--- src/rtl/alu_reg_n.sv ---
// ---------------------------------------------------------------------------
// alu_reg_n -- registered ALU with start/busy/done handshake.
//
// Single-cycle operations write the result register on the accepting edge and
// pulse done. func=110 runs a WIDTH-cycle shift-add multiplier while busy is
// high. use_reg selects the low half of the current result as operand B, which
// gives an accumulate mode.
//
// Ports:
//   clk      in   1         system clock, rising edge
//   reset_n  in   1         asynchronous active-low reset
//   A        in   WIDTH     operand A
//   B        in   WIDTH     operand B (external)
//   func     in   3         operation select, sampled with start
//   start    in   1         request, accepted only when not busy
//   use_reg  in   1         1 = operand B is result[WIDTH-1:0]
//   result   out  2*WIDTH   registered result
//   busy     out  1         multiply in progress
//   done     out  1         one-cycle pulse after result is written
// ---------------------------------------------------------------------------
module alu_reg_n #(
  parameter int WIDTH = 4
) (
  input  logic               clk,
  input  logic               reset_n,
  input  logic [WIDTH-1:0]   A,
  input  logic [WIDTH-1:0]   B,
  input  logic [2:0]         func,
  input  logic               start,
  input  logic               use_reg,
  output logic [2*WIDTH-1:0] result,
  output logic               busy,
  output logic               done
);

  localparam int RW = 2 * WIDTH;
  localparam int CW = $clog2(WIDTH);
  localparam logic [CW-1:0] LAST_STEP = CW'(WIDTH - 1);
  // Shift amounts at or beyond the result width clear the result.
  localparam logic [WIDTH:0] SHIFT_LIM = (WIDTH + 1)'(RW);

  typedef enum logic {S_IDLE, S_MUL} state_t;

  state_t           r_state,   w_state_nx;
  logic [RW-1:0]    r_result,  w_result_nx;
  logic             r_done,    w_done_nx;
  logic [RW-1:0]    r_mcand,   w_mcand_nx;
  logic [WIDTH-1:0] r_mplier,  w_mplier_nx;
  logic [RW-1:0]    r_partial, w_partial_nx;
  logic [CW-1:0]    r_count,   w_count_nx;

  logic [WIDTH-1:0] w_bop;
  logic [WIDTH:0]   w_inc;
  logic [WIDTH:0]   w_sum;
  logic [WIDTH:0]   w_diff;
  logic [RW-1:0]    w_shl;
  logic [RW-1:0]    w_addend;
  logic [RW-1:0]    w_partial_sum;

  // Datapath shared by the single-cycle operations.
  assign w_bop  = use_reg ? r_result[WIDTH-1:0] : B;
  assign w_inc  = {1'b0, A} + {{WIDTH{1'b0}}, 1'b1};
  assign w_sum  = {1'b0, A} + {1'b0, w_bop};
  // The extra top bit of a (WIDTH+1)-bit subtract is exactly the borrow A<Bop.
  assign w_diff = {1'b0, A} - {1'b0, w_bop};
  assign w_shl  = {{WIDTH{1'b0}}, w_bop} << A;

  // One shift-add step: examine multiplier bit r_count.
  assign w_addend      = r_mplier[r_count] ? (r_mcand << r_count) : '0;
  assign w_partial_sum = r_partial + w_addend;

  // NOTE: every signal assigned in this block gets a default first, so no
  // path leaves it unassigned and no latch is inferred.
  always_comb begin
    w_state_nx   = r_state;
    w_result_nx  = r_result;
    w_done_nx    = 1'b0;
    w_mcand_nx   = r_mcand;
    w_mplier_nx  = r_mplier;
    w_partial_nx = r_partial;
    w_count_nx   = r_count;

    case (r_state)
      S_IDLE: begin
        if (start) begin
          w_done_nx = 1'b1;
          case (func)
            3'b000: w_result_nx = {{(WIDTH-1){1'b0}}, w_inc};
            3'b001: w_result_nx = {{(WIDTH-1){1'b0}}, w_sum};
            3'b010: w_result_nx = {{(WIDTH-1){1'b0}}, w_diff};
            3'b011: w_result_nx = {A | w_bop, A ^ w_bop};
            3'b100: w_result_nx = {{(RW-1){1'b0}}, |{A, w_bop}};
            3'b101: w_result_nx = ({1'b0, A} >= SHIFT_LIM) ? '0 : w_shl;
            3'b110: begin
              // Multiply: result is left alone until the product is ready.
              w_done_nx    = 1'b0;
              w_mcand_nx   = {{WIDTH{1'b0}}, A};
              w_mplier_nx  = w_bop;
              w_partial_nx = '0;
              w_count_nx   = '0;
              w_state_nx   = S_MUL;
            end
            3'b111: w_result_nx = r_result;
          endcase
        end
      end

      S_MUL: begin
        // start and operand inputs are deliberately ignored here.
        w_partial_nx = w_partial_sum;
        w_count_nx   = r_count + CW'(1);
        if (r_count == LAST_STEP) begin
          w_result_nx = w_partial_sum;
          w_done_nx   = 1'b1;
          w_count_nx  = '0;
          w_state_nx  = S_IDLE;
        end
      end

      default: w_state_nx = S_IDLE;
    endcase
  end

  // NOTE: sequential state uses non-blocking assignments so every register
  // samples the pre-edge values of the others. All registers, including the
  // multiplier scratch registers, are reset so an aborted multiply leaves no
  // trace.
  always_ff @(posedge clk or negedge reset_n) begin
    if (!reset_n) begin
      r_state   <= S_IDLE;
      r_result  <= '0;
      r_done    <= 1'b0;
      r_mcand   <= '0;
      r_mplier  <= '0;
      r_partial <= '0;
      r_count   <= '0;
    end else begin
      r_state   <= w_state_nx;
      r_result  <= w_result_nx;
      r_done    <= w_done_nx;
      r_mcand   <= w_mcand_nx;
      r_mplier  <= w_mplier_nx;
      r_partial <= w_partial_nx;
      r_count   <= w_count_nx;
    end
  end

  assign result = r_result;
  assign done   = r_done;
  assign busy   = (r_state == S_MUL);

endmodule

--- config.mk ---
export PLATFORM = sky130hd
export DESIGN_NAME = alu_reg_n
export DESIGN_NICKNAME = d
export VERILOG_FILES = /design/src/rtl/alu_reg_n.sv
export SDC_FILE = /design/constraint.sdc
export NUM_CORES = 1
export LEC_CHECK = 0
export BUFFER_PORTS_ARGS = -buffer_cell sky130_fd_sc_hd__buf_4
export CORE_ASPECT_RATIO = 0.9
export CORE_MARGIN = 1.5
export CORE_UTILIZATION = 54
export DETAILED_ROUTE_END_ITERATION = 10
export PLACE_DENSITY = 0.74
export SYNTH_ARGS = -nofsm -noshare
export SYNTH_HDL_FRONTEND = slang
export SYNTH_SLANG_ARGS = --single-unit
export TNS_END_PERCENT = 20
--- constraint.sdc ---
create_clock -name clk -period 6.4 [get_ports clk]
set_input_delay 0 -clock clk [delete_from_list [all_inputs] [get_ports clk]]
set_output_delay 0 -clock clk [all_outputs]
set_load 0.05 [all_outputs]
# Yosys cells after proc, flatten, opt, wreduce, memory -nomap -nowiden
# Index checks and enable logic that the tools add are counted.
# totals
ff_bits,28
input_bits,15
out_inout_bits,10
# op_classes
addsub,5
order_cmp,2
n_eq_ne,11
n_shift,2
n_mux,24
bitwise_logic,3
n_reduce_logical,5
# ops
cell,count
$mux W8,6
$pmux W8 S6,1
$pmux W8 S2,2
$eq A3 B3 Y1 const B,3
$add A8 B8 Y8,1
$reduce_or A8 Y1,1
$shl A4 B2 Y8,1
$shl A4 B4 Y8,1
$mux W1,7
$ne A7 B1 Y1 const B,1
$eq A3 B2 Y1 const B,2
$mux W2,3
$reduce_and A3 Y1,2
$add A4 B1 Y5 const B,1
$add A4 B4 Y5,1
$sub A4 B4 Y5,1
$ge A4 B4 Y1 const B,1
$mux W4,1
$ne A2 B1 Y1 const B,2
$or A4 B4 Y4,1
$pmux W1 S2,2
$pmux W2 S2,1
$xor A4 B4 Y4,1
$eq A3 B1 Y1 const B,1
8 further kinds,8

# Longest topological paths before layout
# Gate-level depths: netlist of the first run.
# logic_depth
word_depth,6
depth_mapped,13
ltp_nobuf,12

# Least setup slack after synthesis of the first run
# OpenSTA, ideal clock, no wires.
# synth_path
kind,reg-to-reg
from,register r_result[1] (netlist: result[1])
to,register r_result[3] (netlist: result[3])
setup_ns,0.082
arrival_time_ns,2.971
t_required_ns,6.318
slack_ns,3.347
path_stages_with_launch,13
synth_period_minus_slack_ns,3.053
path_cell_list,dfrtp_1 > mux2i_1 > ha_1 > inv_1 > a22oi_1 > or2_2 > inv_1 > ha_1 > nor2b_1 > or4_1 > a311oi_1 > a21oi_1 > a31oi_1
# synth_between
elab_chain_len,6
# synth_rtl
element,line_no,source
"start, declared",45,"logic [RW-1:0] r_result, w_result_nx;"
"start signal, assigned",139,r_result <= w_result_nx;
$mux W4 (*),61,assign w_bop = use_reg ? r_result[WIDTH-1:0] : B;
$shl A4 B4 Y8,66,"assign w_shl = {{WIDTH{1'b0}}, w_bop} << A;"
$mux W8,93,"3'b101: w_result_nx = ({1'b0, A} >= SHIFT_LIM) ? '0 : w_shl;"
$pmux W8 S6 (*),87,case (func)
$mux W8 (*),85,if (start) begin
$pmux W8 S2 (*),83,case (r_state)
# Mark *: on every way between the ends. The rest lies on a longest branch, timed or not. The select of a mux whose other input is x is not followed.
# A chain may end at the register's enable or synchronous reset.

# Worst setup path after layout of the first run
# layout_path
from,register r_result[0] (netlist: result[0])
to,register r_result[3] (netlist: result[3])
# Same word-level chain as after synthesis.

==> impl_metrics.yaml, run 1 <==
clock_tree:
  insertion_delay_ns: 0.28
  clk_path_buf_depth: 2
  numCtsBuffers: 3
  clock_sinks: 28
  htree_num_levels: 1
  cts_setup_buffers: 0
  cts_tree: "yes"
  cts-root-buf: "clkbuf_8"
  ctsResizeCount: 0
  clk_pin_slew_ns: 0.10
  cts-hold-fix-buffers: 1
critical_path:
  cp_top_family: "simple AND/OR/NAND/NOR gates"
  crit_type: "reg2reg"
  endpoint_kind: "flip-flop"
  crit_required_ns: 6.60
  arrival_ns: 3.30
  reg2reg_depth: 12
  cp-start-kind: "flip-flop"
  slowest_delay_ns: 0.46
  cp_slowest_cell: "mux2i_1"
  cp_cell_sequence: "mux2i_1 -> ha_1 -> inv_1 -> a22oi_1 -> or2_2 -> inv_1 -> ha_1 -> nor2b_1 -> or4_1 -> a311oi_1 -> a21oi_1 -> a31oi_1"
  cp.buffers_inverters: 2
  path_max_fanout: 6
  path_depth: 12
detailed_routing:
  dr.pass1.iters: 4
  drt_iter0_markers: 231
  drcViolationCount: 0
  via_count: 2167
  drtAntennaViolNets: 0
  wl_per_cell_um: 17.46
  viasPerCell: 6.139
  routed_wl_um: 6163
yosys:
  synth_seq_cells: 28
  yosys-top-cells-area: "dfrtp_1 (28%), ha_1 (9.1%), nand2_1 (4.8%)"
  syn_inst: 275
  synth_most_common_cell: "nand2_1"
  ys_warn_count: 0
  synth_top_area_share_pct: 28.28
  syn_area_um2: 2477
  synth_cell_type_count: 55
  avgSynthCellArea_um2: 9.009
  synth_edf_count: 0
  synth_common_cells: "nand2_1 (32), dfrtp_1 (28), nor2_1 (23), ha_1 (18), a21oi_1 (17)"
  synth.yosys.seq_area_share_pct: 28.28
  yosysTopAreaCell: "dfrtp_1"
  async_flop_share_pct: 100.0
  ys.flop_type: "dfrtp_1"
  syn_nets: 310
sta:
  period_minus_slack_ns: 3.095
  finClkSkew_ns: 0.005568
  rsz0062_at_grt: "no"
  tns_ns: 0
  fmax_mhz: 323.1
  relSlewSlack_pct: 38.52
  hold_viol: 0
  tightest_slew_ns: 0.9222
  setup_ws_ns: 3.305
  slew_viol_final: 0
  fin_crit_sh_pct: 48.35
  setup_viol: 0
layout:
  finish.utilization_pct: 60.98
  num_antenna_cells: 0
  synthToLayoutAreaGrowth_pct: 9.091
  design_area_um2: 2703
  instances_no_fill: 353
  drive_above_1_share_pct: 14.43
  fin_nets: 327
  nFillCells: 415
place:
  port_buffers: 24
  dp_hpwl_um: 4718
  placed_cells: 348
  place_ws_ns: 3.356
  place.gp.congestion: 0.9017
  placed_cell_area_um2: 2638
run_status:
  status: "complete, no violations"
grt:
  antenna_found_initial: 0
  grt_pass1_vias: 2068
  grt.total_usage_pct: 27.17
  overflow: 0
  grt_max_degree: 29
  grt_pass1_wl_um: 10310
flow_run:
  cap_violations: 0
power:
  p_per_area_nw_per_um2: 447.5
  max-vdd-ir-drop_mv: 0.2557
  p_leak_nw: 1.222
floorplanning:
  core_area_um2: 4432
  die_area_um2: 5003
  die_w_um: 74.40
  die_y_um: 67.26
  num_rows: 23
  ioPinCount: 25
  start_util_pct: 55.90
hold_path:
  hold_depth: 2
  hold_class: "in2reg"
sequential cells by signal (all words and copies together), names as in the netlist:
name and count:
r_partial 8, result 8, r_mcand 4, r_mplier 4
r_count 2, busy 1, done 1
routing by layer:
| metal | part of all wire [%] | vias to the layer above | track usage, % | routed length (µm) |
|---|---|---|---|---|
| li1 | - | 1047 | - | - |
| met1 | 48 | 1049 | 40.07 | 2946 |
| met2 | 46 | 69 | 43.97 | 2824 |
| met3 | 6.1 | 2 | 3.582 | 375 |
| met4 | 0.28 | 0 | 2.955 | 17 |
| met5 | 0 | - | 0 | 0 |
worst register-to-register path, delay by kind of cell, from the launching register on:
kind / cells / cell delay, ns
AO/OA/AOI/OAI: 4 / 0.53
buffers and inverters: 2 / 0.13
multiplexers: 1 / 0.46
AND/OR/NAND/NOR: 3 / 0.94
flip-flops: 1 / 0.44
adder cells (fa/ha/maj): 2 / 0.54
worst paths after layout:
kind                       slack, ns    startpoint      endpoint
min reg2reg                     0.50  r_partial[6]  r_partial[6]
min                            0.003          A[3]    r_mcand[3]
max reg2reg                     3.31     result[0]     result[3]
max                             3.31     result[0]     result[3]
max in group asynchronous       5.97       reset_n    r_mcand[1]
min in group asynchronous       0.16       reset_n     result[2]
final cells by class:
type	instances	area, µm²	share of cell area, %
inverters	10	37.54	1.389
flip-flops and latches	28	700.7	25.93
well taps	62	77.57	2.870
repair buffers	26	197.7	7.315
clock buffers	4	55.05	2.037
multi-input cells	223	1634	60.46
logic make-up (layout without fill, tap and decap cells):
| logic type | Yosys count | count (layout) | synth area share, % |
|---|---|---|---|
| and+or+nand+nor | 104 | 104 | 20.81 |
| AOI/OAI and AO/OA | 70 | 70 | 18.23 |
| DFF | 28 | 28 | 28.28 |
| buffers and inverters | 24 | 40 | 5.757 |
| muxes | 21 | 21 | 13.38 |
| adders and majority gates | 20 | 20 | 10.71 |
| xor gates and xnor gates | 8 | 8 | 2.828 |
where the power goes:
group / internal, mW / leakage [nW] / total (mW) / switching (mW)
registers: 0.260 / 0.343 / 0.374 / 0.114
clock network: 0.0552 / 0.0288 / 0.112 / 0.0567
logic: 0.297 / 0.850 / 0.724 / 0.427
cell usage in the layout (no fill, tap or decap), types with 4 or more instances in the layout:
cell type	instances
a31oi_1	8
dfrtp_1	28
nand3_1	7
a21oi_1	17
o211ai_1	5
mux4_1	4
mux2_2	5
nor3_1	5
o21ai_0	13
and2_1	4
nor2b_1	6
nand2b_1	6
nand2_1	32
inv_1	9
xnor2_1	6
buf_4	25
nor2_1	23
ha_1	18
o22ai_1	4
a22oi_1	4
mux2i_1	8
nand3b_1	4
clkbuf_8	4
metrics by stage:
step | hold slack, ns | power, mW
floorplan | -0.2956 | 0.9018
global placement | -0.06184 | 1.079
detailed placement | -0.05776 | 1.092
CTS | 0.001152 | 1.209
global route | 0.005417 | 1.313
finish | 0.002763 | 1.210
(Power assumes the default switching activity.)
==> run 2, diff against run 1 <==
clock period = 3.1 ns   (was 6.4 ns; I/O delays follow)
==> impl_metrics.yaml, run 2 (synthesis results as in run 1) <==
floorplanning:
  die_area_um2: 5003
  die_y_um: 67.26
  core_area_um2: 4432
  num_rows: 23
  ioPinCount: 25
  die_w_um: 74.40
  start_util_pct: 55.90
layout:
  regArea_um2: 700.7
  multi_input_comb_area_um2: 1634
  synthToLayoutAreaGrowth_pct: 10.71
  num_antenna_cells: 0
  fin_nets: 332
  drive_above_1_share_pct: 15.54
  final_cell_mix: "nand2_1 (32), buf_4 (29), dfrtp_1 (28), nor2_1 (23), ha_1 (18)"
  nFillCells: 396
  layout_commonest_cell: "nand2_1"
clock_tree:
  clk_path_buf_depth: 2
  cts_setup_buffers: 0
  clk_pin_slew_ns: 0.10
  ctsResizeCount: 0
  cts-hold-fix-buffers: 2
  insertion_delay_ns: 0.28
  cts_tree: "yes"
  numCtsBuffers: 3
  cts-root-buf: "clkbuf_8"
  htree_num_levels: 1
  clock_sinks: 28
critical_path:
  arrival_ns: 3.04
  path_max_fanout: 6
  crit_required_ns: 3.30
  crit_type: "reg2reg"
  endpoint_kind: "flip-flop"
  reg2reg_depth: 12
  cp-start-kind: "flip-flop"
power:
  p_leak_nw: 1.245
  p_per_area_nw_per_um2: 919.9
  finalPower_mw: 2.523
  max-vdd-ir-drop_mv: 0.4714
hold_path:
  hold_depth: 3
  hold_class: "in2reg"
grt:
  grt_pass1_vias: 1990
  grt_pass1_wl_um: 10270
  overflow: 0
  antenna_found_initial: 0
  grt_max_degree: 29
  grt.total_usage_pct: 27.44
run_status:
  status: "complete, no violations"
sta:
  fmax_mhz: 352.5
  period_minus_slack_ns: 2.837
  hold_viol: 0
  slew_viol_final: 0
  finClkSkew_ns: 0.005623
  setup_viol: 0
  fin_crit_sh_pct: 91.52
  tns_ns: 0
  tightest_slew_ns: 0.9062
  relSlewSlack_pct: 39.59
  rsz0062_at_grt: "no"
detailed_routing:
  wl_met1_um: 3022
  routed_wl_um: 6248
  wl_met2_um: 2696
  drt_iter0_markers: 184
  dr.pass1.iters: 4
  dr_wl_met3_um: 508
  drtAntennaViolNets: 0
  wl_per_cell_um: 17.45
  viasPerCell: 6.020
  top_layer: "met4"
  drcViolationCount: 0
  via_count: 2155
place:
  dp_hpwl_um: 4707
  port_buffers: 24
  place.gp.congestion: 0.9150
flow_run:
  cap_violations: 0
## run 2: cell types whose count changed in the layout (fill, tap and decap cells not counted)
cell	delta
buf_4	+4
dlygate4sd3_1	+1
## run 2: worst max-delay path: stages (launching register included)
cell      delay, ns
dfrtp_1        0.44
mux2i_1        0.23
ha_1           0.27
inv_1          0.06
a22oi_1        0.07
or2_2          0.31
inv_1          0.07
ha_1           0.21
nor2b_1        0.15
or4_1          0.46
a311oi_1       0.27
a21oi_1        0.09
a31oi_1        0.14
## run 2: area by class of cell
type                       count  share of cell area [%]
multi-input combinational    223                   59.58
timing repair buffer          31                   8.668
clock buffer                   4                   2.007
tap                           62                   2.828
sequential                    28                   25.55
inverter                      10                   1.369
## run 2: path summary, 6_finish.rpt
kind | from | end | slack [ns]
worst min-delay path | start | done | 0.03
worst max-delay path | result[1] | result[3] | 0.26
worst max register to register | result[1] | result[3] | 0.26
min in group asynchronous | reset_n | result[2] | 0.19
worst min register to register | r_partial[3] | r_partial[3] | 0.50
max in group asynchronous | reset_n | result[4] | 2.63
## run 2: routing by layer
metal	track usage (%)	vias to the layer above
li1	-	1059
met1	43.26	1005
met2	39.17	87
met3	5.373	4
met4	4.091	0
met5	0	-
## run 2: report_power, final
group | total (mW) | internal (mW) | switching, mW
Combinational | 1.54 | 0.635 | 0.903
Sequential | 0.752 | 0.537 | 0.215
Clock | 0.233 | 0.114 | 0.119
Total | 2.52 | 1.29 | 1.24
## run 2: through the flow
stage | instance area [µm²] | setup WS [ns] | hold WS (ns) | cells | utilization [%]
after floorplan | 2477 | 0.04729 | -0.2956 | 275 | -
after global placement | 2668 | 0.4149 | -0.06067 | 352 | 60.19
after detailed placement | 2668 | 0.3067 | -0.05690 | 352 | 60.19
after CTS | 2743 | 0.2810 | 0.01882 | 358 | 61.89
after global routing | 2743 | 0.05077 | 0.05619 | 358 | 61.89
final | 2743 | 0.2629 | 0.02901 | 358 | 61.89
